--- config.mk ---
export PLATFORM = sky130hd
export DESIGN_NAME = sr_latch_command_sequencer
export DESIGN_NICKNAME = d
export VERILOG_FILES = /design/src/rtl/sr_latch_command_sequencer.sv
export SDC_FILE = /design/constraint.sdc
export NUM_CORES = 1
export LEC_CHECK = 0
export ABC_CLOCK_PERIOD_IN_PS = 5690
export CAP_MARGIN = 40
export CELL_PAD_IN_SITES_DETAIL_PLACEMENT = 1
export CELL_PAD_IN_SITES_GLOBAL_PLACEMENT = 2
export CORE_UTILIZATION = 41
export DETAILED_ROUTE_END_ITERATION = 10
export HOLD_SLACK_MARGIN = 0.1
export PLACE_DENSITY_LB_ADDON = 0.2
export SYNTH_ARGS = -nofsm -noshare
export SYNTH_HDL_FRONTEND = slang
export SYNTH_SLANG_ARGS = --single-unit
--- constraint.sdc ---
create_clock -name clock -period 5.69 [get_ports clock]
set_clock_uncertainty 0.15 [all_clocks]
set_input_delay 1.138 -clock clock [delete_from_list [all_inputs] [get_ports clock]]
set_output_delay 1.138 -clock clock [all_outputs]
set_load 0.005 [all_outputs]
--- src/rtl/sr_latch_command_sequencer.sv ---
// Debounced two-button front end that drives a NOR SR latch with framed, one-hot set/reset
// writes, serialising presses through a single pending slot.
module sr_latch_command_sequencer #(
  parameter int unsigned DEBOUNCE_CYCLES = 4,
  parameter int unsigned PULSE_CYCLES    = 2
) (
  input  logic clock,
  input  logic reset_,
  input  logic button_set,
  input  logic button_reset,
  output logic enable,
  output logic set,
  output logic reset,
  output logic busy,
  output logic conflict,
  output logic dropped
);

  localparam int unsigned DbW = $clog2(DEBOUNCE_CYCLES) + 1;
  localparam int unsigned PwW = $clog2(PULSE_CYCLES) + 1;

  typedef enum logic [1:0] {StIdle, StSetup, StEnable, StHold} state_e;

  // Bit 0 carries the SET button, bit 1 the RESET button.
  logic [1:0]     raw;
  logic [1:0]     sync1_q, sync2_q;
  logic [1:0]     deb_q, deb_prev_q;
  logic [DbW-1:0] db_cnt_q [2];
  logic [1:0]     rise;

  state_e         state_q, state_d;
  logic           cmd_q, cmd_d;
  logic           pend_valid_q, pend_valid_d;
  logic           pend_cmd_q, pend_cmd_d;
  logic [PwW-1:0] pulse_cnt_q, pulse_cnt_d;
  logic           new_valid, new_cmd;
  logic           conflict_d, dropped_d;

  assign raw = {button_reset, button_set};

  always_ff @(posedge clock or negedge reset_) begin
    if (!reset_) begin
      sync1_q    <= '0;
      sync2_q    <= '0;
      deb_q      <= '0;
      deb_prev_q <= '0;
      for (int i = 0; i < 2; i++) db_cnt_q[i] <= '0;
    end else begin
      sync1_q    <= raw;
      sync2_q    <= sync1_q;
      deb_prev_q <= deb_q;
      for (int i = 0; i < 2; i++) begin
        if (sync2_q[i] == deb_q[i]) begin
          db_cnt_q[i] <= '0;
        end else if (db_cnt_q[i] == DbW'(DEBOUNCE_CYCLES - 1)) begin
          // This sample is the DEBOUNCE_CYCLES-th consecutive differing one.
          deb_q[i]    <= sync2_q[i];
          db_cnt_q[i] <= '0;
        end else begin
          db_cnt_q[i] <= db_cnt_q[i] + 1'b1;
        end
      end
    end
  end

  assign rise      = deb_q & ~deb_prev_q;
  assign new_valid = rise[0] ^ rise[1];
  assign new_cmd   = rise[0];

  always_comb begin
    state_d      = state_q;
    cmd_d        = cmd_q;
    pend_valid_d = pend_valid_q;
    pend_cmd_d   = pend_cmd_q;
    pulse_cnt_d  = pulse_cnt_q;
    conflict_d   = rise[0] & rise[1];
    dropped_d    = 1'b0;

    case (state_q)
      StIdle: begin
        if (pend_valid_q) begin
          // Pending command wins; a simultaneous new edge refills the slot.
          state_d      = StSetup;
          cmd_d        = pend_cmd_q;
          pend_valid_d = new_valid;
          pend_cmd_d   = new_valid ? new_cmd : pend_cmd_q;
        end else if (new_valid) begin
          state_d = StSetup;
          cmd_d   = new_cmd;
        end
      end
      StSetup: begin
        state_d     = StEnable;
        pulse_cnt_d = '0;
      end
      StEnable: begin
        if (pulse_cnt_q == PwW'(PULSE_CYCLES - 1)) begin
          state_d = StHold;
        end else begin
          pulse_cnt_d = pulse_cnt_q + 1'b1;
        end
      end
      StHold: begin
        state_d = StIdle;
      end
      default: begin
        state_d = StIdle;
      end
    endcase

    if (state_q != StIdle && new_valid) begin
      dropped_d    = pend_valid_q;
      pend_valid_d = 1'b1;
      pend_cmd_d   = new_cmd;
    end
  end

  always_ff @(posedge clock or negedge reset_) begin
    if (!reset_) begin
      state_q      <= StIdle;
      cmd_q        <= 1'b0;
      pend_valid_q <= 1'b0;
      pend_cmd_q   <= 1'b0;
      pulse_cnt_q  <= '0;
      enable       <= 1'b0;
      set          <= 1'b0;
      reset        <= 1'b0;
      busy         <= 1'b0;
      conflict     <= 1'b0;
      dropped      <= 1'b0;
    end else begin
      state_q      <= state_d;
      cmd_q        <= cmd_d;
      pend_valid_q <= pend_valid_d;
      pend_cmd_q   <= pend_cmd_d;
      pulse_cnt_q  <= pulse_cnt_d;
      // Outputs decode the next state so they align with it; set/reset are one-hot by cmd_d.
      enable       <= (state_d == StEnable);
      set          <= (state_d != StIdle) && cmd_d;
      reset        <= (state_d != StIdle) && !cmd_d;
      busy         <= (state_d != StIdle);
      conflict     <= conflict_d;
      dropped      <= dropped_d;
    end
  end

endmodule
== Word level (Yosys, flattened, before mapping) ==
Index checks and enable logic that the tools add are counted.

* Equal/unequal tests: 10
* Reduce and logical (&&, ||, !) cells: 15
* Bitwise gates (word level): 6
* $add $sub $neg: 3
* Mux-type cells: 21

{| class="wikitable"
|+ Operators by type and width
! operator !! number
|-
| 3-bit two-way mux || 4
|-
| 2-bit nonzero test || 6
|-
| 1-bit two-way mux || 11
|-
| 2-bit two-way mux || 4
|-
| 2-bit case mux with 4 select lines || 1
|-
| 3-bit by 1-bit adder with 3-bit output (second input constant) || 2
|-
| 2-bit == test (second input constant) || 3
|-
| 3-bit by 2-bit == test with 1-bit output (second input constant) || 2
|-
| 2-bit AND reduction || 3
|-
| 2-bit by 1-bit == test with 1-bit output (second input constant) || 2
|-
| 2-bit case mux with 2 select lines || 1
|-
| 1-bit logical AND || 3
|-
| 3-bit AND reduction || 1
|-
| 2-bit by 1-bit adder with 2-bit output (second input constant) || 1
|-
| 2-bit AND || 1
|-
| 1-bit == test || 2
|-
| 2-bit logical NOT || 1
|-
| 2-bit inequality test (second input constant) || 1
|-
| 1-bit inverter || 2
|-
| 2-bit inverter || 1
|-
| 1-bit AND || 1
|-
| 1-bit logical NOT || 1
|-
| 1-bit bitwise XOR || 1
|}

* Output and inout bits: 6
* Logic and storage cells: 73
* Register bits: 27
* Bits of input ports: 4

== Depth between registers and ports, before layout ==
* Depth after elaboration: 8
* Gate-level depth with buffers: 6
* Depth with buffers taken out: 5

== Least setup slack after synthesis ==
Ideal clock, no wire load.

* Path type: register to register
* Start: register deb_q[0]
* End: register set
* Arrival: 1.520 ns
* Setup slack: 3.900 ns
* Setup time: 0.120 ns
* Period minus slack after synthesis: 1.790 ns
* Buffers on the path: 0
* Data required time: 5.420 ns
* Stages on the path, launching flop included: 6
* Cell sequence: dfrtp_1 -> nor2b_1 -> ha_1 -> nor4b_2 -> a22o_2 -> and3b_1

* Longest elaborated chain between the ends: 7
* Elaborated cells between the ends (all ways): 10
* Those cells by class: 6 x mux; 2 x bitwise; 2 x reduce/logical

{| class="wikitable"
|+ Ends and longest elaborated chain
! what !! RTL line !! text
|-
| start: declaration || 27 || <nowiki>logic [1:0] deb_q, deb_prev_q;</nowiki>
|-
| start signal: indexed assignment || 57 || <nowiki>deb_q[i] <= sync2_q[i];</nowiki>
|-
| 2-bit AND (*) || 66 || <nowiki>assign rise = deb_q & ~deb_prev_q;</nowiki>
|-
| 1-bit bitwise XOR || 67 || <nowiki>assign new_valid = rise[0] ^ rise[1];</nowiki>
|-
| 2-bit two-way mux || 87 || <nowiki>end else if (new_valid) begin</nowiki>
|-
| 2-bit two-way mux || 81 || <nowiki>if (pend_valid_q) begin</nowiki>
|-
| 2-bit case mux with 4 select lines || 79 || <nowiki>case (state_q)</nowiki>
|-
| 2-bit nonzero test || 139 || <nowiki>set <= (state_d != StIdle) && cmd_d;</nowiki>
|-
| 1-bit logical AND (*) || 139 ||
|-
| end signal: assignment || 139 ||
|-
| end: declaration || 12 || <nowiki>output logic set,</nowiki>
|}

Mark *: on every way between the ends. The rest lies on a longest branch, timed or not.
A chain may end at the register's enable or synchronous reset.

== Final worst setup path ==
* Start: register reset
* End: output reset

{| class="wikitable"
|+ RTL lines
! what !! RTL line !! text
|-
| start: declaration || 13 || <nowiki>output logic reset,</nowiki>
|-
| start signal: assignment || 140 || <nowiki>reset <= (state_d != StIdle) && !cmd_d;</nowiki>
|}

No word-level cell between the ends.

==> flow_summary.json <==
{
  "status": "finished clean",
  "worstMarginPinSlew_ns": 0.3368,
  "cts_buffers": 3,
  "numClockSinks": 27,
  "hold_depth": 0,
  "clkTransAtPathRegs_ns": 0.14,
  "worst-r2r-cell-count": 5,
  "cp_top_family": "buffers and inverters",
  "yosysWarnings": 0,
  "yosysSeqAreaShare_pct": 60.95,
  "n_antenna_cell": 0,
  "ir_drop_mv": 0.2494,
  "clk_root_buffer_cell": "clkbuf_4",
  "clock_latency_ns": 0.32,
  "critPathArrivalTime_ns": 1.19,
  "yosys_most_used_dff": "dfrtp_1",
  "clock_tree.buffer_depth": 2,
  "syn_inst": 84,
  "post_drt_via_cell_ratio": 5.063,
  "fin_nets": 109,
  "grt-ovfl-total": 0,
  "place_inst": 123,
  "initial_core_util_pct": 43.95,
  "htree_levels": 1,
  "layout_setup_ws_ns": 3.211,
  "worstSetupPathType": "reg -> out",
  "p_leak_nw": 0.5716,
  "fin_crit_ns": 2.479,
  "syn_nets": 95,
  "finalMaxSlewViolations": 0,
  "antenna_found_initial": 0,
  "cts_tree": "yes",
  "gr-usage-all-layers_pct": 16.22,
  "path_cells": "clkdlybuf4s50_1",
  "die_y_um": 54,
  "grt_setup_unrepaired": "no",
  "maxCapViolations": 0,
  "dr.pass1.iters": 3,
  "yosysUniqueCellTypes": 26,
  "pre_cts_ws_ns": 3.556,
  "cts_hold_buffers": 0,
  "hold_violations": 0,
  "wl_met3_um": 43,
  "drtIter0Drc": 2,
  "fin_tns_setup_ns": 0,
  "drive_above_1_share_pct": 11.34,
  "critPathBufInv": 1,
  "ys_ff_latch": 27,
  "io_pins": 10,
  "post_drt_wl_per_cell_um": 14.46,
  "wl_mm": 1.837,
  "cp_max_fo": 1,
  "synth-async-reset-ratio_pct": 100.0,
  "max_freq_mhz": 403.4,
  "final_antenna_net_count": 0,
  "routedLengthMet1_um": 789,
  "endpoint_kind": "output pin",
  "crit_path_start_kind": "flip-flop",
  "dieArea_um2": 2916,
  "min_period_over_period_pct": 43.57,
  "critPathMaxStageDelay_ns": 0.50,
  "route.detailed.drc": 0,
  "place.gp.congestion": 0.6821,
  "synth_edf_count": 0,
  "postCtsSetupRepairBufs": 0,
  "required_ns": 4.40,
  "most-common-layout-cells": "dfrtp_1 (27), clkdlybuf4s50_1 (9), ha_1 (7), nor2b_1 (6), inv_1 (5)",
  "grt_pass1_wl_mm": 3.187,
  "coreArea_um2": 2522,
  "worst-path-stages": 1,
  "power_density_nw_per_um2": 554.4,
  "areaGrowthSynthToFinish_pct": 13.54,
  "cpMaxStageDelayCell": "clkdlybuf4s50_1",
  "synth.avg_cell_area_um2": 13.20,
  "cts_resized": 0,
  "vias": 643,
  "grt_pass1_vias": 695,
  "portBuffers": 9,
  "mostFrequentLayoutCell": "dfrtp_1",
  "die_w_um": 54,
  "relSlewSlack_pct": 77.55,
  "setup_viol": 0,
  "grt_max_degree": 28,
  "syn_area_um2": 1109,
  "num_rows": 18,
  "fin_cells": 127,
  "dpl.hpwl_mm": 1.365,
  "highest-signal-layer": "met4",
  "wl_met2_um": 970,
  "hold_path_class": "reg -> reg"
}
## flip-flops by register name, indices dropped and copies added (netlist names)
name	cells
sync2_q	2
deb_prev_q	2
state_q	2
cmd_q	1
pend_valid_q	1
dropped	1
pend_cmd_q	1
set	1
db_cnt_q	6
busy	1
sync1_q	2
enable	1
pulse_cnt_q	2
conflict	1
deb_q	2
reset	1
## metrics by stage
step	total power, mW	hold slack (ns)	cell area [um2]	util [%]
2_1_floorplan	0.5294	0.1812	1109	-
3_3_place_gp	0.6049	0.1860	1232	48.86
3_5_place_dp	0.6270	0.1855	1232	48.86
4_1_cts	0.7129	0.2247	1259	49.90
5_1_grt	0.7626	0.2283	1259	49.90
6_report	0.6978	0.2196	1259	49.90
## cell usage after synthesis, types with 2 or more instances
master | number | share of area (%)
nand2b_1 | 3 | 1.7
inv_1 | 5 | 1.7
ha_1 | 7 | 7.9
nand3_1 | 2 | 0.90
nor3_1 | 3 | 1.4
o21ai_0 | 4 | 1.8
dfrtp_1 | 27 | 61
nor3b_1 | 4 | 2.7
xnor2_1 | 2 | 1.6
and2_1 | 2 | 1.1
nor2b_1 | 6 | 3.4
nor2_1 | 4 | 1.4
mux2_2 | 2 | 2.0
## layout make-up
class,count,area (um2)
well taps,30,37.54
inverters,5,18.77
fillers,282,1264
flip-flops and latches,27,675.6
repair buffers,10,97.59
clock buffers,4,26.28
multi-input cells,51,402.9
## cells by family (layout without fill, tap and decap cells)
kind of cell | Yosys count | in the layout | synth area share (%)
AOI/OAI and AO/OA | 9 | 9 | 5.305
xor gates and xnor gates | 2 | 2 | 1.580
adders and majority gates | 7 | 7 | 7.900
buffers and inverters | 6 | 19 | 2.709
DFF | 27 | 27 | 60.95
muxes | 3 | 3 | 3.385
and+or+nand+nor | 30 | 30 | 18.17
## path summary, 6_finish.rpt
check                                     start                   end  slack (ns)
max                             reset$_DFF_PN0_                 reset        3.21
min                        sync1_q[1]$_DFF_PN0_  sync2_q[1]$_DFF_PN0_        0.22
max reg2reg                deb_q[0]$_DFFE_PN0P_         set$_DFF_PN0_        3.78
min reg2reg                sync1_q[1]$_DFF_PN0_  sync2_q[1]$_DFF_PN0_        0.22
max in group asynchronous                reset_  sync1_q[1]$_DFF_PN0_        4.12
min in group asynchronous                reset_  state_q[1]$_DFF_PN0_        1.01
## power by group
group | internal [mW] | leakage, nW | switching [mW]
registers | 0.262 | 0.335 | 0.0420
clock network | 0.0275 | 0.0150 | 0.0558
logic | 0.162 | 0.222 | 0.149
total | 0.451 | 0.572 | 0.246
## routing by layer
layer	vias up	global-route usage (%)
met2	10	28.40
li1	309	-
met4	0	8.974
met3	4	3.390
met1	320	18.18
met5	-	0
Power figures use the tool's default switching activity.
